### src/rtl/mem_port_arbiter_if.sv
// Bundle between the fetch/data requesters, the shared memory and the arbiter.
// The master modport is the arbiter's view; slave is the surrounding pipeline and memory.
interface mem_port_arbiter_if #(
  parameter int ADDR_W = 32,
  parameter int DATA_W = 32
);
  logic              if_req;
  logic [ADDR_W-1:0] if_addr;
  logic [DATA_W-1:0] if_rdata;
  logic              if_ack;

  logic              d_req;
  logic              d_we;
  logic [ADDR_W-1:0] d_addr;
  logic [DATA_W-1:0] d_wdata;
  logic [DATA_W-1:0] d_rdata;
  logic              d_ack;

  logic              mem_en;
  logic              mem_we;
  logic [ADDR_W-1:0] mem_addr;
  logic [DATA_W-1:0] mem_wdata;
  logic [DATA_W-1:0] mem_rdata;
  logic              mem_ready;

  logic              stall_f;
  logic              stall_d;
  logic              err;

  modport master (
    input  if_req, if_addr, d_req, d_we, d_addr, d_wdata, mem_rdata, mem_ready,
    output if_rdata, if_ack, d_rdata, d_ack, mem_en, mem_we, mem_addr, mem_wdata,
    output stall_f, stall_d, err
  );

  modport slave (
    output if_req, if_addr, d_req, d_we, d_addr, d_wdata, mem_rdata, mem_ready,
    input  if_rdata, if_ack, d_rdata, d_ack, mem_en, mem_we, mem_addr, mem_wdata,
    input  stall_f, stall_d, err
  );
endinterface

### src/rtl/mem_port_arbiter.sv
// Fetch/data arbiter for one shared single-port memory with variable latency,
// round-robin on conflict and a watchdog that aborts accesses that never complete.

module mem_port_arbiter_chk #(
  parameter int ADDR_W = 32,
  parameter int DATA_W = 32
) (
  input logic              clk,
  input logic              rst,
  input logic              if_ack,
  input logic              d_ack,
  input logic              err,
  input logic              mem_en,
  input logic              mem_we,
  input logic [ADDR_W-1:0] mem_addr,
  input logic [DATA_W-1:0] mem_wdata
);
  logic any_ack_s;
  assign any_ack_s = if_ack | d_ack;

  a_ack_excl: assert property (@(posedge clk) disable iff (rst) !(if_ack && d_ack));
  a_err_ack:  assert property (@(posedge clk) disable iff (rst) err |-> any_ack_s);
  a_ack_one:  assert property (@(posedge clk) disable iff (rst) any_ack_s |=> !any_ack_s);
  a_en_off:   assert property (@(posedge clk) disable iff (rst) any_ack_s |-> !mem_en);
  // Back-to-back strobe cycles always belong to one access, whose command must not move.
  a_hold:     assert property (@(posedge clk) disable iff (rst)
                (mem_en && $past(mem_en)) |->
                (mem_addr == $past(mem_addr) && mem_we == $past(mem_we) &&
                 mem_wdata == $past(mem_wdata)));
endmodule

module mem_port_arbiter #(
  parameter int ADDR_W  = 32,
  parameter int DATA_W  = 32,
  parameter int TIMEOUT = 16
) (
  input logic             clk,
  input logic             rst,
  mem_port_arbiter_if.master bus
);
  localparam int CW = $clog2(TIMEOUT);
  localparam logic [CW-1:0] CNT_LAST = CW'(TIMEOUT - 32'd1);
  localparam logic [CW-1:0] CNT_ONE  = CW'(32'd1);
  localparam logic GRANT_FETCH = 1'b0;
  localparam logic GRANT_DATA  = 1'b1;

  typedef enum logic [1:0] {
    ST_IDLE   = 2'd0,
    ST_ACCESS = 2'd1,
    ST_RESP   = 2'd2
  } state_t;

  state_t            state_r,     state_s;
  logic              last_grant_r, last_grant_s;
  logic              grant_sel_r, grant_sel_s;
  logic [CW-1:0]     wait_cnt_r,  wait_cnt_s;
  logic              mem_en_r,    mem_en_s;
  logic              mem_we_r,    mem_we_s;
  logic [ADDR_W-1:0] mem_addr_r,  mem_addr_s;
  logic [DATA_W-1:0] mem_wdata_r, mem_wdata_s;
  logic              if_ack_r,    if_ack_s;
  logic              d_ack_r,     d_ack_s;
  logic              err_r,       err_s;
  logic [DATA_W-1:0] if_rdata_r,  if_rdata_s;
  logic [DATA_W-1:0] d_rdata_r,   d_rdata_s;
  logic              pick_data_s;

  // Next-state and next-output logic for the IDLE/ACCESS/RESP sequencer.
  always_comb begin
    state_s      = state_r;
    last_grant_s = last_grant_r;
    grant_sel_s  = grant_sel_r;
    wait_cnt_s   = wait_cnt_r;
    mem_en_s     = mem_en_r;
    mem_we_s     = mem_we_r;
    mem_addr_s   = mem_addr_r;
    mem_wdata_s  = mem_wdata_r;
    if_ack_s     = 1'b0;
    d_ack_s      = 1'b0;
    err_s        = 1'b0;
    if_rdata_s   = if_rdata_r;
    d_rdata_s    = d_rdata_r;
    pick_data_s  = 1'b0;

    case (state_r)
      ST_IDLE: begin
        if (bus.if_req || bus.d_req) begin
          // On conflict the port that did not win last time goes first.
          if (bus.d_req && (!bus.if_req || (last_grant_r == GRANT_FETCH))) begin
            pick_data_s = 1'b1;
          end else begin
            pick_data_s = 1'b0;
          end
          if (pick_data_s) begin
            mem_addr_s  = bus.d_addr;
            mem_we_s    = bus.d_we;
            mem_wdata_s = bus.d_wdata;
          end else begin
            mem_addr_s  = bus.if_addr;
            mem_we_s    = 1'b0;
            mem_wdata_s = '0;
          end
          grant_sel_s  = pick_data_s;
          last_grant_s = pick_data_s;
          mem_en_s     = 1'b1;
          wait_cnt_s   = '0;
          state_s      = ST_ACCESS;
        end else begin
          mem_en_s = 1'b0;
        end
      end

      ST_ACCESS: begin
        if (bus.mem_ready && mem_en_r) begin
          mem_en_s = 1'b0;
          mem_we_s = 1'b0;
          state_s  = ST_RESP;
          if (grant_sel_r == GRANT_DATA) begin
            d_ack_s = 1'b1;
            if (!mem_we_r) begin
              d_rdata_s = bus.mem_rdata;
            end else begin
              d_rdata_s = d_rdata_r;
            end
          end else begin
            if_ack_s   = 1'b1;
            if_rdata_s = bus.mem_rdata;
          end
        end else if (wait_cnt_r == CNT_LAST) begin
          // Watchdog abort: complete the handshake with zero data and flag it.
          mem_en_s = 1'b0;
          mem_we_s = 1'b0;
          err_s    = 1'b1;
          state_s  = ST_RESP;
          if (grant_sel_r == GRANT_DATA) begin
            d_ack_s   = 1'b1;
            d_rdata_s = '0;
          end else begin
            if_ack_s   = 1'b1;
            if_rdata_s = '0;
          end
        end else begin
          wait_cnt_s = wait_cnt_r + CNT_ONE;
        end
      end

      ST_RESP: begin
        state_s = ST_IDLE;
      end

      default: begin
        state_s  = ST_IDLE;
        mem_en_s = 1'b0;
        mem_we_s = 1'b0;
      end
    endcase
  end

  // State and output registers with synchronous reset.
  always_ff @(posedge clk) begin
    if (rst) begin
      state_r      <= ST_IDLE;
      last_grant_r <= GRANT_FETCH;
      grant_sel_r  <= GRANT_FETCH;
      wait_cnt_r   <= '0;
      mem_en_r     <= 1'b0;
      mem_we_r     <= 1'b0;
      mem_addr_r   <= '0;
      mem_wdata_r  <= '0;
      if_ack_r     <= 1'b0;
      d_ack_r      <= 1'b0;
      err_r        <= 1'b0;
      if_rdata_r   <= '0;
      d_rdata_r    <= '0;
    end else begin
      state_r      <= state_s;
      last_grant_r <= last_grant_s;
      grant_sel_r  <= grant_sel_s;
      wait_cnt_r   <= wait_cnt_s;
      mem_en_r     <= mem_en_s;
      mem_we_r     <= mem_we_s;
      mem_addr_r   <= mem_addr_s;
      mem_wdata_r  <= mem_wdata_s;
      if_ack_r     <= if_ack_s;
      d_ack_r      <= d_ack_s;
      err_r        <= err_s;
      if_rdata_r   <= if_rdata_s;
      d_rdata_r    <= d_rdata_s;
    end
  end

  assign bus.mem_en    = mem_en_r;
  assign bus.mem_we    = mem_we_r;
  assign bus.mem_addr  = mem_addr_r;
  assign bus.mem_wdata = mem_wdata_r;
  assign bus.if_ack    = if_ack_r;
  assign bus.d_ack     = d_ack_r;
  assign bus.err       = err_r;
  assign bus.if_rdata  = if_rdata_r;
  assign bus.d_rdata   = d_rdata_r;
  // Stalls follow the live request so the hazard unit sees them in the request cycle.
  assign bus.stall_f   = bus.if_req & ~if_ack_r;
  assign bus.stall_d   = bus.d_req & ~d_ack_r;

  mem_port_arbiter_chk #(
    .ADDR_W (ADDR_W),
    .DATA_W (DATA_W)
  ) u_chk (
    .clk       (clk),
    .rst       (rst),
    .if_ack    (if_ack_r),
    .d_ack     (d_ack_r),
    .err       (err_r),
    .mem_en    (mem_en_r),
    .mem_we    (mem_we_r),
    .mem_addr  (mem_addr_r),
    .mem_wdata (mem_wdata_r)
  );
endmodule
### src/flat_wrapper.sv
// flat-port wrapper written by rule: the top's interface ports become plain ports
module mem_port_arbiter_flat 
#(
  parameter int ADDR_W  = 32,
  parameter int DATA_W  = 32,
  parameter int TIMEOUT = 16
)
  (clk, rst, bus_if_req, bus_if_addr, bus_d_req, bus_d_we, bus_d_addr, bus_d_wdata, bus_mem_rdata, bus_mem_ready, bus_if_rdata, bus_if_ack, bus_d_rdata, bus_d_ack, bus_mem_en, bus_mem_we, bus_mem_addr, bus_mem_wdata, bus_stall_f, bus_stall_d, bus_err);
  mem_port_arbiter_if #(.ADDR_W(ADDR_W), .DATA_W(DATA_W)) bus_i ();
  input logic clk;
  input logic rst;
  input wire logic [$bits(bus_i.if_req)-1:0] bus_if_req;
  input wire logic [$bits(bus_i.if_addr)-1:0] bus_if_addr;
  input wire logic [$bits(bus_i.d_req)-1:0] bus_d_req;
  input wire logic [$bits(bus_i.d_we)-1:0] bus_d_we;
  input wire logic [$bits(bus_i.d_addr)-1:0] bus_d_addr;
  input wire logic [$bits(bus_i.d_wdata)-1:0] bus_d_wdata;
  input wire logic [$bits(bus_i.mem_rdata)-1:0] bus_mem_rdata;
  input wire logic [$bits(bus_i.mem_ready)-1:0] bus_mem_ready;
  output wire logic [$bits(bus_i.if_rdata)-1:0] bus_if_rdata;
  output wire logic [$bits(bus_i.if_ack)-1:0] bus_if_ack;
  output wire logic [$bits(bus_i.d_rdata)-1:0] bus_d_rdata;
  output wire logic [$bits(bus_i.d_ack)-1:0] bus_d_ack;
  output wire logic [$bits(bus_i.mem_en)-1:0] bus_mem_en;
  output wire logic [$bits(bus_i.mem_we)-1:0] bus_mem_we;
  output wire logic [$bits(bus_i.mem_addr)-1:0] bus_mem_addr;
  output wire logic [$bits(bus_i.mem_wdata)-1:0] bus_mem_wdata;
  output wire logic [$bits(bus_i.stall_f)-1:0] bus_stall_f;
  output wire logic [$bits(bus_i.stall_d)-1:0] bus_stall_d;
  output wire logic [$bits(bus_i.err)-1:0] bus_err;
  assign bus_i.if_req = bus_if_req;
  assign bus_i.if_addr = bus_if_addr;
  assign bus_i.d_req = bus_d_req;
  assign bus_i.d_we = bus_d_we;
  assign bus_i.d_addr = bus_d_addr;
  assign bus_i.d_wdata = bus_d_wdata;
  assign bus_i.mem_rdata = bus_mem_rdata;
  assign bus_i.mem_ready = bus_mem_ready;
  assign bus_if_rdata = bus_i.if_rdata;
  assign bus_if_ack = bus_i.if_ack;
  assign bus_d_rdata = bus_i.d_rdata;
  assign bus_d_ack = bus_i.d_ack;
  assign bus_mem_en = bus_i.mem_en;
  assign bus_mem_we = bus_i.mem_we;
  assign bus_mem_addr = bus_i.mem_addr;
  assign bus_mem_wdata = bus_i.mem_wdata;
  assign bus_stall_f = bus_i.stall_f;
  assign bus_stall_d = bus_i.stall_d;
  assign bus_err = bus_i.err;
  mem_port_arbiter #(.ADDR_W(ADDR_W), .DATA_W(DATA_W), .TIMEOUT(TIMEOUT)) u_core (.clk(clk), .rst(rst), .bus(bus_i));
endmodule
### config.mk
export PLATFORM = sky130hd
export DESIGN_NAME = mem_port_arbiter_flat
export DESIGN_NICKNAME = d
export VERILOG_FILES = /design/src/rtl/mem_port_arbiter_if.sv /design/src/rtl/mem_port_arbiter.sv /design/src/flat_wrapper.sv
export SDC_FILE = /design/constraint.sdc
export NUM_CORES = 1
export LEC_CHECK = 0
export CAP_MARGIN = 30
export CORE_MARGIN = 4
export CORE_UTILIZATION = 40
export CTS_CLUSTER_DIAMETER = 150
export DETAILED_ROUTE_END_ITERATION = 6
export HOLD_SLACK_MARGIN = 0.08
export PLACE_DENSITY = 0.81
export SYNTH_ARGS = -nofsm -noshare
export SYNTH_HDL_FRONTEND = slang
export SYNTH_HIERARCHICAL = 1
export SYNTH_SLANG_ARGS = --single-unit
### constraint.sdc
create_clock -name clk -period 2.2 [get_ports clk]
set_clock_uncertainty 0.05 [all_clocks]
set_input_delay 0.44 -clock clk [delete_from_list [all_inputs] [get_ports clk]]
set_output_delay 0.44 -clock clk [all_outputs]
set_load 0.02 [all_outputs]
==> flow_metrics.tcl, run 1 <==
set metrics [dict create \
    outcome "finished clean" \
    die_area_sq_um 15070 \
    worst_ep_arrival_time_ns 1.65 \
    hpwl_mm 11.97 \
    drv_slew 0 \
    post-route-util 0.6813 \
    netlist_top_cells_count "140 x dfxtp_1, 66 x mux2i_1, 64 x a22o_1" \
    grt_usage 0.2093 \
    fin_nets 889 \
    port_buffers 268 \
    place_area_sq_um 8119 \
    grt_pass1_wl_mm 24.67 \
    drive_gt1_frac 0.07171 \
    synth_area_leaders "dfxtp_1 53%, mux2i_1 13%, a22o_1 11%" \
    synth.distinct_cells 34 \
    cp-start-kind "input pin" \
    final.min_clock_period_ns 2.143 \
    grt_pass1_vias 4866 \
    gp_congestion 0.8159 \
    power.density_nw_per_um2 754.7 \
    grt_use_met2 0.3632 \
    area_delta_synth_final_pct 65.24 \
    dr.pass1.iters 4 \
    peakVddDrop_mv 0.4624 \
    setup_viol_count_final 0 \
    antenna_cells 0 \
    h-tree-depth 4 \
    cts_made_buffers 17 \
    place_ws_ns 0.01758 \
    worstPathMaxFanout 2 \
    wl_per_cell_microns 17.18 \
    yosysSeqAreaShare 0.5322 \
    grtUsageMet1 0.2243 \
    cp.required_ns 1.71 \
    hold_buffers 0 \
    ant_nets 0 \
    initial_utilization 0.4123 \
    overflow 0 \
    max_freq_ghz 0.4666 \
    rsz0062_at_grt "false" \
    cts_max_path_buffers 2 \
    chipWidth_microns 122.7 \
    synth.top_cell.area_share 0.5322 \
    power_leakage_nw 3.507 \
    whs_ns 0.3627 \
    grtUsageMet3 0.07788 \
    die_h_microns 122.7 \
    slew_headroom 0.7119 \
    fin_setup_tns_ns 0 \
    dpl.cell_count 907 \
    rows 41 \
    synth-main-ff-cell "dfxtp_1" \
    grt_busiest_layer "met2" \
    io_pins 269 \
    syn_nets 626 \
    synth_seq_cells 140 \
    cts_root_buf "clkbuf_16" \
    tightest_slew_ns 0.4322 \
    timing.final.crit_share 0.9741 \
    tritoncts "done" \
    synthCells 491 \
    cts_resized 0 \
    fin_area_sq_um 8702 \
    drt_iter0_drc 303 \
    final_cells 939 \
    vias 4738 \
    synth_most_common_cell "dfxtp_1" \
    clk_pin_slew_worst_paths_ns 0.05 \
    worstSkewPairLatency_ns 0.41 \
    hp-class "input pin to flip-flop" \
    finalHoldViolCount 0 \
    core-area_sq_um 12770 \
    worstSetupPathType "input pin to output pin" \
    grt_antenna_before_repair 0 \
    vias_per_cell 5.046 \
    synth_warnings 6 \
    grt_max_degree 65 \
    mappedNetlistArea_sq_um 5266 \
    synth_edf_count 0 \
    async_flop_share 0 \
    setup_ws_ns 0.05701 \
    clkSinkCount 140 \
    total_power_mw 6.567 \
    remaining_drc_errors 0 \
    postCtsSetupBuffers 0 \
    wl_mm 16.13 \
    cap_violations 0 \
    setup.worst_path.end_class "output pin" \
    syn_avg_cell_area_sq_um 10.73 \
    synth.largest_area_cell "dfxtp_1" \
]
## cell usage in the layout, fill, tap and decap left out
| master | n |
|---|---|
| nor2_2 | 2 |
| nand3_1 | 1 |
| or3_2 | 1 |
| a21oi_1 | 5 |
| a21boi_4 | 1 |
| clkdlybuf4s50_1 | 267 |
| a311oi_1 | 1 |
| nor3_1 | 3 |
| buf_12 | 6 |
| clkinvlp_4 | 3 |
| nand4_1 | 1 |
| a32oi_1 | 1 |
| nor4_1 | 1 |
| bufinv_16 | 1 |
| buf_2 | 1 |
| mux2i_1 | 66 |
| o21ai_0 | 4 |
| nand2b_1 | 33 |
| a31oi_4 | 1 |
| ha_1 | 1 |
| nand2_1 | 36 |
| clkbuf_1 | 1 |
| a32o_1 | 1 |
| inv_1 | 1 |
| and3_1 | 5 |
| or2_1 | 1 |
| dfxtp_1 | 140 |
| nor2_1 | 42 |
| a211oi_1 | 32 |
| and2_2 | 2 |
| buf_4 | 10 |
| a22o_1 | 64 |
| clkbuf_8 | 5 |
| clkinv_4 | 1 |
| clkinv_2 | 3 |
| nand4b_1 | 1 |
| clkbuf_16 | 17 |
| nor2b_1 | 3 |
| inv_6 | 1 |
| a31oi_1 | 1 |
## flip-flops by register name, summed over array words and instances, names as in the netlist
register	cells
u_core/bus.d_ack	1
u_core/bus.d_rdata	32
u_core/bus.err	1
u_core/bus.if_ack	1
u_core/bus.if_rdata	32
u_core/bus.mem_addr	32
u_core/bus.mem_en	1
u_core/bus.mem_wdata	32
u_core/bus.mem_we	1
u_core/grant_sel_r	1
u_core/state_r	2
u_core/wait_cnt_r	4
## worst paths after layout
check	depth (start not counted)	to	start	slack, ns
setup / recovery	3	bus_stall_d	bus_d_req	0.06
hold / removal	2	u_core/state_r[0]$_SDFFE_PP0P_	rst	0.36
setup reg to reg	6	u_core/bus.if_rdata[15]$_SDFFE_PP0P_	u_core/wait_cnt_r[0]$_SDFFE_PP0P_	0.30
hold reg to reg	1	u_core/bus.mem_wdata[19]$_SDFFE_PP0P_	u_core/bus.mem_wdata[19]$_SDFFE_PP0P_	0.42
## critical path, cell delays in order
cell and delay (ns):
clkdlybuf4s50_1 0.47, nor2b_1 0.13, clkdlybuf4s50_1 0.61
## power breakdown
| group | internal (mW) | total (mW) | switching (mW) |
|---|---|---|---|
| clock | 1.70 | 2.76 | 1.05 |
| sequential | 2.66 | 2.74 | 0.0763 |
| combinational | 0.581 | 1.07 | 0.493 |
| total | 4.94 | 6.57 | 1.62 |
## kinds of logic (layout without fill, tap and decap cells)
group / Yosys count / after routing / share of synthesized area
flops: 140 / 140 / 0.5322
compound gates: 111 / 111 / 0.1703
mux: 66 / 66 / 0.1254
simple gates: 132 / 132 / 0.1190
fa+ha+maj: 1 / 1 / 0.002375
buf+inv: 41 / 317 / 0.05061
## metal layers
| metal | part of all wire | routed length, microns |
|---|---|---|
| met2 | 0.50 | 8075 |
| met1 | 0.38 | 6191 |
| met4 | 0.024 | 389 |
| met5 | 0 | 0 |
| met3 | 0.091 | 1476 |
## cell type report
cell class	instances	area, sq um
fill	954	4071
timing repair buffer	284	2873
sequential	140	2803
multi-input combinational	310	2225
clock buffer	23	498.0
tap	172	215.2
clock inverter	9	85.08
inverter	1	3.754
Power figures use the tool's default switching activity.
==> inputs of run 2 (changes only) <==
- CAP_MARGIN: 30 -> unset
- HOLD_SLACK_MARGIN: 0.08 -> unset
==> results of run 2 <==
No change in the layout: final DEF, timing and power equal those of run 1.
